<file path="src/rtl/pipeline_hazard_ctrl_pkg.sv">
// Shared pipeline definitions: control FSM states, NOP bubble encoding,
// the hard-wired zero register and the source/destination match helper.
package pipeline_hazard_ctrl_pkg;

   typedef enum logic [1:0] {
      ST_RUN        = 2'd0,
      ST_DATA_STALL = 2'd1,
      ST_MEM_WAIT   = 2'd2,
      ST_FLUSH      = 2'd3
   } state_t;

   localparam logic [31:0] NOP_INSTR = 32'h0000_0013;
   localparam logic [4:0]  X0_ADDR   = 5'd0;

   // x0 is hard-wired to zero, so it can never carry a dependency.
   function automatic logic src_hit(input logic [4:0] src, input logic used,
                                    input logic [4:0] rd, input logic we);
      return used && we && (src != X0_ADDR) && (src == rd);
   endfunction

endpackage

</file>
<file path="src/rtl/hazard_detect.sv">
// Combinational RAW hazard detection between the ID-stage sources and the
// EX/MA(/WB) destinations.
module hazard_detect
   import pipeline_hazard_ctrl_pkg::*;
#(
   parameter int unsigned WB_BYPASS = 32'd0
) (
   input  logic [4:0] rs1_addr,
   input  logic [4:0] rs2_addr,
   input  logic       rs1_used,
   input  logic       rs2_used,
   input  logic [4:0] ex_rd,
   input  logic       ex_we,
   input  logic [4:0] ma_rd,
   input  logic       ma_we,
   input  logic [4:0] wb_rd,
   input  logic       wb_we,
   output logic       hazard
);

   logic ex_hit_s;
   logic ma_hit_s;
   logic wb_hit_s;

   // With a write-through register file the WB producer is already visible.
   always_comb begin
      ex_hit_s = src_hit(rs1_addr, rs1_used, ex_rd, ex_we) |
                 src_hit(rs2_addr, rs2_used, ex_rd, ex_we);
      ma_hit_s = src_hit(rs1_addr, rs1_used, ma_rd, ma_we) |
                 src_hit(rs2_addr, rs2_used, ma_rd, ma_we);
      wb_hit_s = (src_hit(rs1_addr, rs1_used, wb_rd, wb_we) |
                  src_hit(rs2_addr, rs2_used, wb_rd, wb_we)) &&
                 (WB_BYPASS == 32'd0);
      hazard   = ex_hit_s | ma_hit_s | wb_hit_s;
   end

endmodule

</file>
<file path="src/rtl/pipeline_hazard_ctrl.sv">
// Pipeline hazard controller: resolves memory waits, branch redirects and
// RAW data stalls into stage enables/flushes, with saturating event counters.
module pipeline_hazard_ctrl
   import pipeline_hazard_ctrl_pkg::*;
#(
   parameter int unsigned WB_BYPASS = 32'd0,
   parameter int unsigned CNT_W     = 32'd16
) (
   input  logic             clk,
   input  logic             rst_n,
   input  logic [4:0]       ID_RS1_Addr_In,
   input  logic [4:0]       ID_RS2_Addr_In,
   input  logic             ID_RS1_Used_In,
   input  logic             ID_RS2_Used_In,
   input  logic [4:0]       EX_RD_Addr_In,
   input  logic             EX_Reg_Write_In,
   input  logic [4:0]       MA_RD_Addr_In,
   input  logic             MA_Reg_Write_In,
   input  logic [4:0]       WB_RD_Addr_In,
   input  logic             WB_Reg_Write_In,
   input  logic             isBranchTaken_In,
   input  logic             Mem_Busy_In,
   output logic             PC_Write_En_Out,
   output logic             IF_DE_En_Out,
   output logic             ID_EX_En_Out,
   output logic             EX_MA_En_Out,
   output logic             PC_Redirect_Out,
   output logic             IF_DE_Flush_Out,
   output logic             ID_EX_Flush_Out,
   output logic [CNT_W-1:0] Stall_Count_Out,
   output logic [CNT_W-1:0] Flush_Count_Out
);

   localparam logic [CNT_W-1:0] CNT_MAX = {CNT_W{1'b1}};
   localparam logic [CNT_W-1:0] CNT_ONE = {{(CNT_W-1){1'b0}}, 1'b1};

   state_t           state_q, state_d;
   logic             pend_q, pend_d;
   logic [CNT_W-1:0] stall_cnt_q, stall_cnt_d;
   logic [CNT_W-1:0] flush_cnt_q, flush_cnt_d;

   logic hazard_raw_s;
   logic hazard_s;
   logic pc_we_s, if_de_en_s, id_ex_en_s, ex_ma_en_s;
   logic redirect_s, if_de_flush_s, id_ex_flush_s;

   hazard_detect #(.WB_BYPASS(WB_BYPASS)) u_hazard_detect (
      .rs1_addr (ID_RS1_Addr_In),
      .rs2_addr (ID_RS2_Addr_In),
      .rs1_used (ID_RS1_Used_In),
      .rs2_used (ID_RS2_Used_In),
      .ex_rd    (EX_RD_Addr_In),
      .ex_we    (EX_Reg_Write_In),
      .ma_rd    (MA_RD_Addr_In),
      .ma_we    (MA_Reg_Write_In),
      .wb_rd    (WB_RD_Addr_In),
      .wb_we    (WB_Reg_Write_In),
      .hazard   (hazard_raw_s)
   );

   // Event resolution: reset > memory wait > branch (live or pending) > data hazard.
   always_comb begin
      state_d       = state_q;
      pend_d        = pend_q;
      pc_we_s       = 1'b1;
      if_de_en_s    = 1'b1;
      id_ex_en_s    = 1'b1;
      ex_ma_en_s    = 1'b1;
      redirect_s    = 1'b0;
      if_de_flush_s = 1'b0;
      id_ex_flush_s = 1'b0;
      // ID holds a bubble in the cycle after a flush.
      hazard_s      = hazard_raw_s && (state_q != ST_FLUSH);
      if (!rst_n) begin
         state_d       = ST_RUN;
         pend_d        = 1'b0;
         pc_we_s       = 1'b0;
         if_de_en_s    = 1'b0;
         id_ex_en_s    = 1'b0;
         ex_ma_en_s    = 1'b0;
         if_de_flush_s = 1'b1;
         id_ex_flush_s = 1'b1;
      end else if (Mem_Busy_In) begin
         state_d    = ST_MEM_WAIT;
         pend_d     = pend_q | isBranchTaken_In;
         pc_we_s    = 1'b0;
         if_de_en_s = 1'b0;
         id_ex_en_s = 1'b0;
         ex_ma_en_s = 1'b0;
      end else if (isBranchTaken_In || pend_q) begin
         state_d       = ST_FLUSH;
         pend_d        = 1'b0;
         redirect_s    = 1'b1;
         if_de_flush_s = 1'b1;
         id_ex_flush_s = 1'b1;
      end else if (hazard_s) begin
         state_d       = ST_DATA_STALL;
         pc_we_s       = 1'b0;
         if_de_en_s    = 1'b0;
         id_ex_flush_s = 1'b1;
      end else begin
         state_d = ST_RUN;
      end
   end

   // Saturating stall and redirect counters.
   always_comb begin
      if (!pc_we_s && (stall_cnt_q != CNT_MAX)) begin
         stall_cnt_d = stall_cnt_q + CNT_ONE;
      end else begin
         stall_cnt_d = stall_cnt_q;
      end
      if (redirect_s && (flush_cnt_q != CNT_MAX)) begin
         flush_cnt_d = flush_cnt_q + CNT_ONE;
      end else begin
         flush_cnt_d = flush_cnt_q;
      end
   end

   // Controller state and counter registers.
   always_ff @(posedge clk or negedge rst_n) begin
      if (!rst_n) begin
         state_q     <= ST_RUN;
         pend_q      <= 1'b0;
         stall_cnt_q <= {CNT_W{1'b0}};
         flush_cnt_q <= {CNT_W{1'b0}};
      end else begin
         state_q     <= state_d;
         pend_q      <= pend_d;
         stall_cnt_q <= stall_cnt_d;
         flush_cnt_q <= flush_cnt_d;
      end
   end

   assign PC_Write_En_Out = pc_we_s;
   assign IF_DE_En_Out    = if_de_en_s;
   assign ID_EX_En_Out    = id_ex_en_s;
   assign EX_MA_En_Out    = ex_ma_en_s;
   assign PC_Redirect_Out = redirect_s;
   assign IF_DE_Flush_Out = if_de_flush_s;
   assign ID_EX_Flush_Out = id_ex_flush_s;
   assign Stall_Count_Out = stall_cnt_q;
   assign Flush_Count_Out = flush_cnt_q;

endmodule

</file>
<file path="config.mk">
export PLATFORM = sky130hd
export DESIGN_NAME = pipeline_hazard_ctrl
export DESIGN_NICKNAME = d
export VERILOG_FILES = /design/src/rtl/pipeline_hazard_ctrl_pkg.sv /design/src/rtl/hazard_detect.sv /design/src/rtl/pipeline_hazard_ctrl.sv
export SDC_FILE = /design/constraint.sdc
export NUM_CORES = 1
export LEC_CHECK = 0
export ABC_AREA = 1
export CAP_MARGIN = 20
export CORE_UTILIZATION = 48
export CTS_CLUSTER_SIZE = 40
export DETAILED_ROUTE_END_ITERATION = 6
export GPL_ROUTABILITY_DRIVEN = 1
export MAX_ROUTING_LAYER = met4
export PLACE_DENSITY = 0.82
export SLEW_MARGIN = 20
export SYNTH_ARGS = -nofsm -noshare
export SYNTH_HDL_FRONTEND = slang
export SYNTH_SLANG_ARGS = --single-unit
</file>
<file path="constraint.sdc">
create_clock -name clk -period 2.3 [get_ports clk]
set_clock_uncertainty 0.2 [all_clocks]
set_input_delay 0.46 -clock clk [delete_from_list [all_inputs] [get_ports clk]]
set_output_delay 0.46 -clock clk [all_outputs]
set_load 0.005 [all_outputs]
</file>
==> impl_metrics.yaml <==
detailed_routing:
  vias: 2765
  routed_wl_mm: 7.17
  wire_per_inst_um: 12.8
  viasPerCell: 4.95
  dr.pass1.iters: 4
  post-route-drc-count: 0
  drt_iter0_markers: 231
  drtAntennaViolNets: 0
setup_path:
  worstPathMaxFanout: 5
  r2r_cells: 8
  startpoint_type: "input pin"
  worstReg2RegStart: "Stall_Count_Out[0]"
  cp-end-kind: "output pin"
  crit_required_ns: 1.64
  worstSetupPathType: "input pin to output pin"
  startpoint: "rst_n"
  crit_arrival_ns: 1.60
cts:
  cts.reportedPaths.clkPinSlew_ns: 0.07
  cts-buffers-inserted: 5
  htree_levels: 2
  cts_tree: "built"
  cts_num_sinks: 35
  clockBufferDepth: 2
  cts_root_buf: "clkbuf_8"
  insertion_delay_ns: 0.29
hold_path:
  hold_start: "Stall_Count_Out[15]"
  hold_depth: 2
  worstHoldPathType: "flop to flop"
grt:
  grt_max_degree: 18
  overflow: 0
  grt_usage_pct: 27.7
  first_global_vias: 2504
  grt_pass1_wl_mm: 11.4
  antenna_found_initial: 1
finish:
  mostFrequentLayoutCell: "nand2_1"
  layout.nets: 523
  drive_above_1_share_pct: 24.4
  final_cell_mix: "144 x nand2_1, 43 x nor2_1, 35 x dfrtp_1, 35 x clkdlybuf4s50_1, 34 x nand3_1"
  area_delta_synth_final_pct: 40.0
logic_synthesis:
  synth-seq-cells: 35
  synth_edf_count: 0
  avgSynthCellArea_um2: 6.53
  synthCells: 392
  synth_ff_type: "dfrtp_1"
  synth_top_area_share_pct: 34.2
  synthTopCellsByArea: "dfrtp_1 34%, nand2_1 22%, nor2_1 7.5%"
  ys_async_sr_fraction_pct: 100
  synth_top_cell_by_area: "dfrtp_1"
  seq_area_frac_synth_pct: 34.2
  syn-cell-area_um2: 2560
  ys_types: 27
  syn-num-nets: 428
  synth_warnings: 0
timing:
  final_max_slew_viol_count: 0
  setup_ws_ns: 0.0442
  setup_tns_ns: 0
  worstMarginPinSlew_ns: 0.317
  rsz0062_at_grt: "yes"
  max_freq_ghz: 0.443
  period_needed_ns: 2.26
  period_share_pct: 98.1
  hold_viol: 0
  setup_violations: 0
  slew_headroom_pct: 78.7
floorplan:
  fp-row-count: 26
  core_area_um2: 5110
  die_x_um: 75.0
  ioPinCount: 73
  dieHeight_um: 75.0
  die_area_um2: 5630
  start_util_pct: 50.1
power_and_ir_drop:
  leakage_uw: 0.00187
  peakVddDrop_v: 0.000552
  p_per_area_nw_per_um2: 586
placement:
  dp_hpwl_mm: 5.30
  port_buffers: 72
  place.gp.congestion: 0.972
  pre_cts_ws_ns: -0.732
status:
  status: "completed"
flow_run:
  maxCapViolations: 0
final cells by class:
type                    count  area, um2
fillers                   448       1520
multi-input cells         300       1520
flip-flops and latches     35        876
repair buffers             93        779
inverters                  52        206
well taps                  70       87.6
clock buffers               5       68.8
clock inverters             3       43.8
diodes                      1       2.50
report_power, final:
part	switching (uW)	internal, uW
Combinational	330	357
Clock	251	323
Sequential	130	710
layer usage:
metal  vias up  GRT usage [%]  wire length, um
li1       1390              -                -
met1      1278           35.7             3090
met2        89           43.2             3600
met3         8           6.96              412
met4         0           7.76               71
met5         -              -                0
flip-flops by register name (all words and copies together), names as in the netlist:
signal	cells
state_q	2
Flush_Count_Out	16
Stall_Count_Out	16
pend_q	1
critical path: stages:
cell           delay (ns)
buf_2                0.11
dlygate4sd3_1        0.60
buf_8                0.14
buf_4                0.14
nand2_2              0.05
buf_2                0.10
through the flow:
step | instances | area [um2] | total power, uW | util, % | hold WS [ns]
final | 559 | 3580 | 2100 | 70.2 | 0.309
after detailed placement | 545 | 3450 | 1520 | 67.5 | 0.227
after global routing | 559 | 3580 | 2230 | 70.2 | 0.333
after global placement | 545 | 3450 | 1500 | 67.5 | 0.221
after floorplan | 392 | 2560 | 1140 | - | -0.0356
after CTS | 554 | 3540 | 2070 | 69.2 | 0.318
synth_stat cells (2+ instances only):
cell,number
o21ai_1,3
nand4_1,3
buf_4,3
nor4_1,2
clkinv_1,3
xnor2_1,10
nand3_2,3
nand2_1,149
nand2_4,2
nand3_1,35
nor2_2,5
nor3_2,4
ha_1,2
nor2_1,51
inv_1,37
inv_2,12
nor3_1,5
xor2_1,19
o21ai_0,2
dfrtp_1,35
kinds of logic after synthesis:
kind of cell               count (synthesis)  synth area share [%]
AOI/OAI and AO/OA                          7                  1.42
DFF                                       35                  34.2
xor gates and xnor gates                  29                  9.92
buffers and inverters                     57                  9.13
adders and majority gates                  2                 0.977
and+or+nand+nor                          262                  44.4
worst paths after layout:
path / slack, ns / end
max reg2reg: 0.29 / Stall_Count_Out[13]
min: 0.31 / Stall_Count_Out[15]
max in group asynchronous: 0.98 / state_q[1]
min reg2reg: 0.31 / Stall_Count_Out[15]
max: 0.04 / ID_EX_Flush_Out
min in group asynchronous: 0.53 / Flush_Count_Out[3]
timing repair:
action                     in CTS  in global routing
setup endpoints to repair      23                  4
pin swaps                      24                 28
hold endpoints to repair       23                  0
setup buffers                   0                  4
gates resized for setup       107                 69
hold buffers                    1                  0
Note: power is estimated with default switching activity, not from simulation.
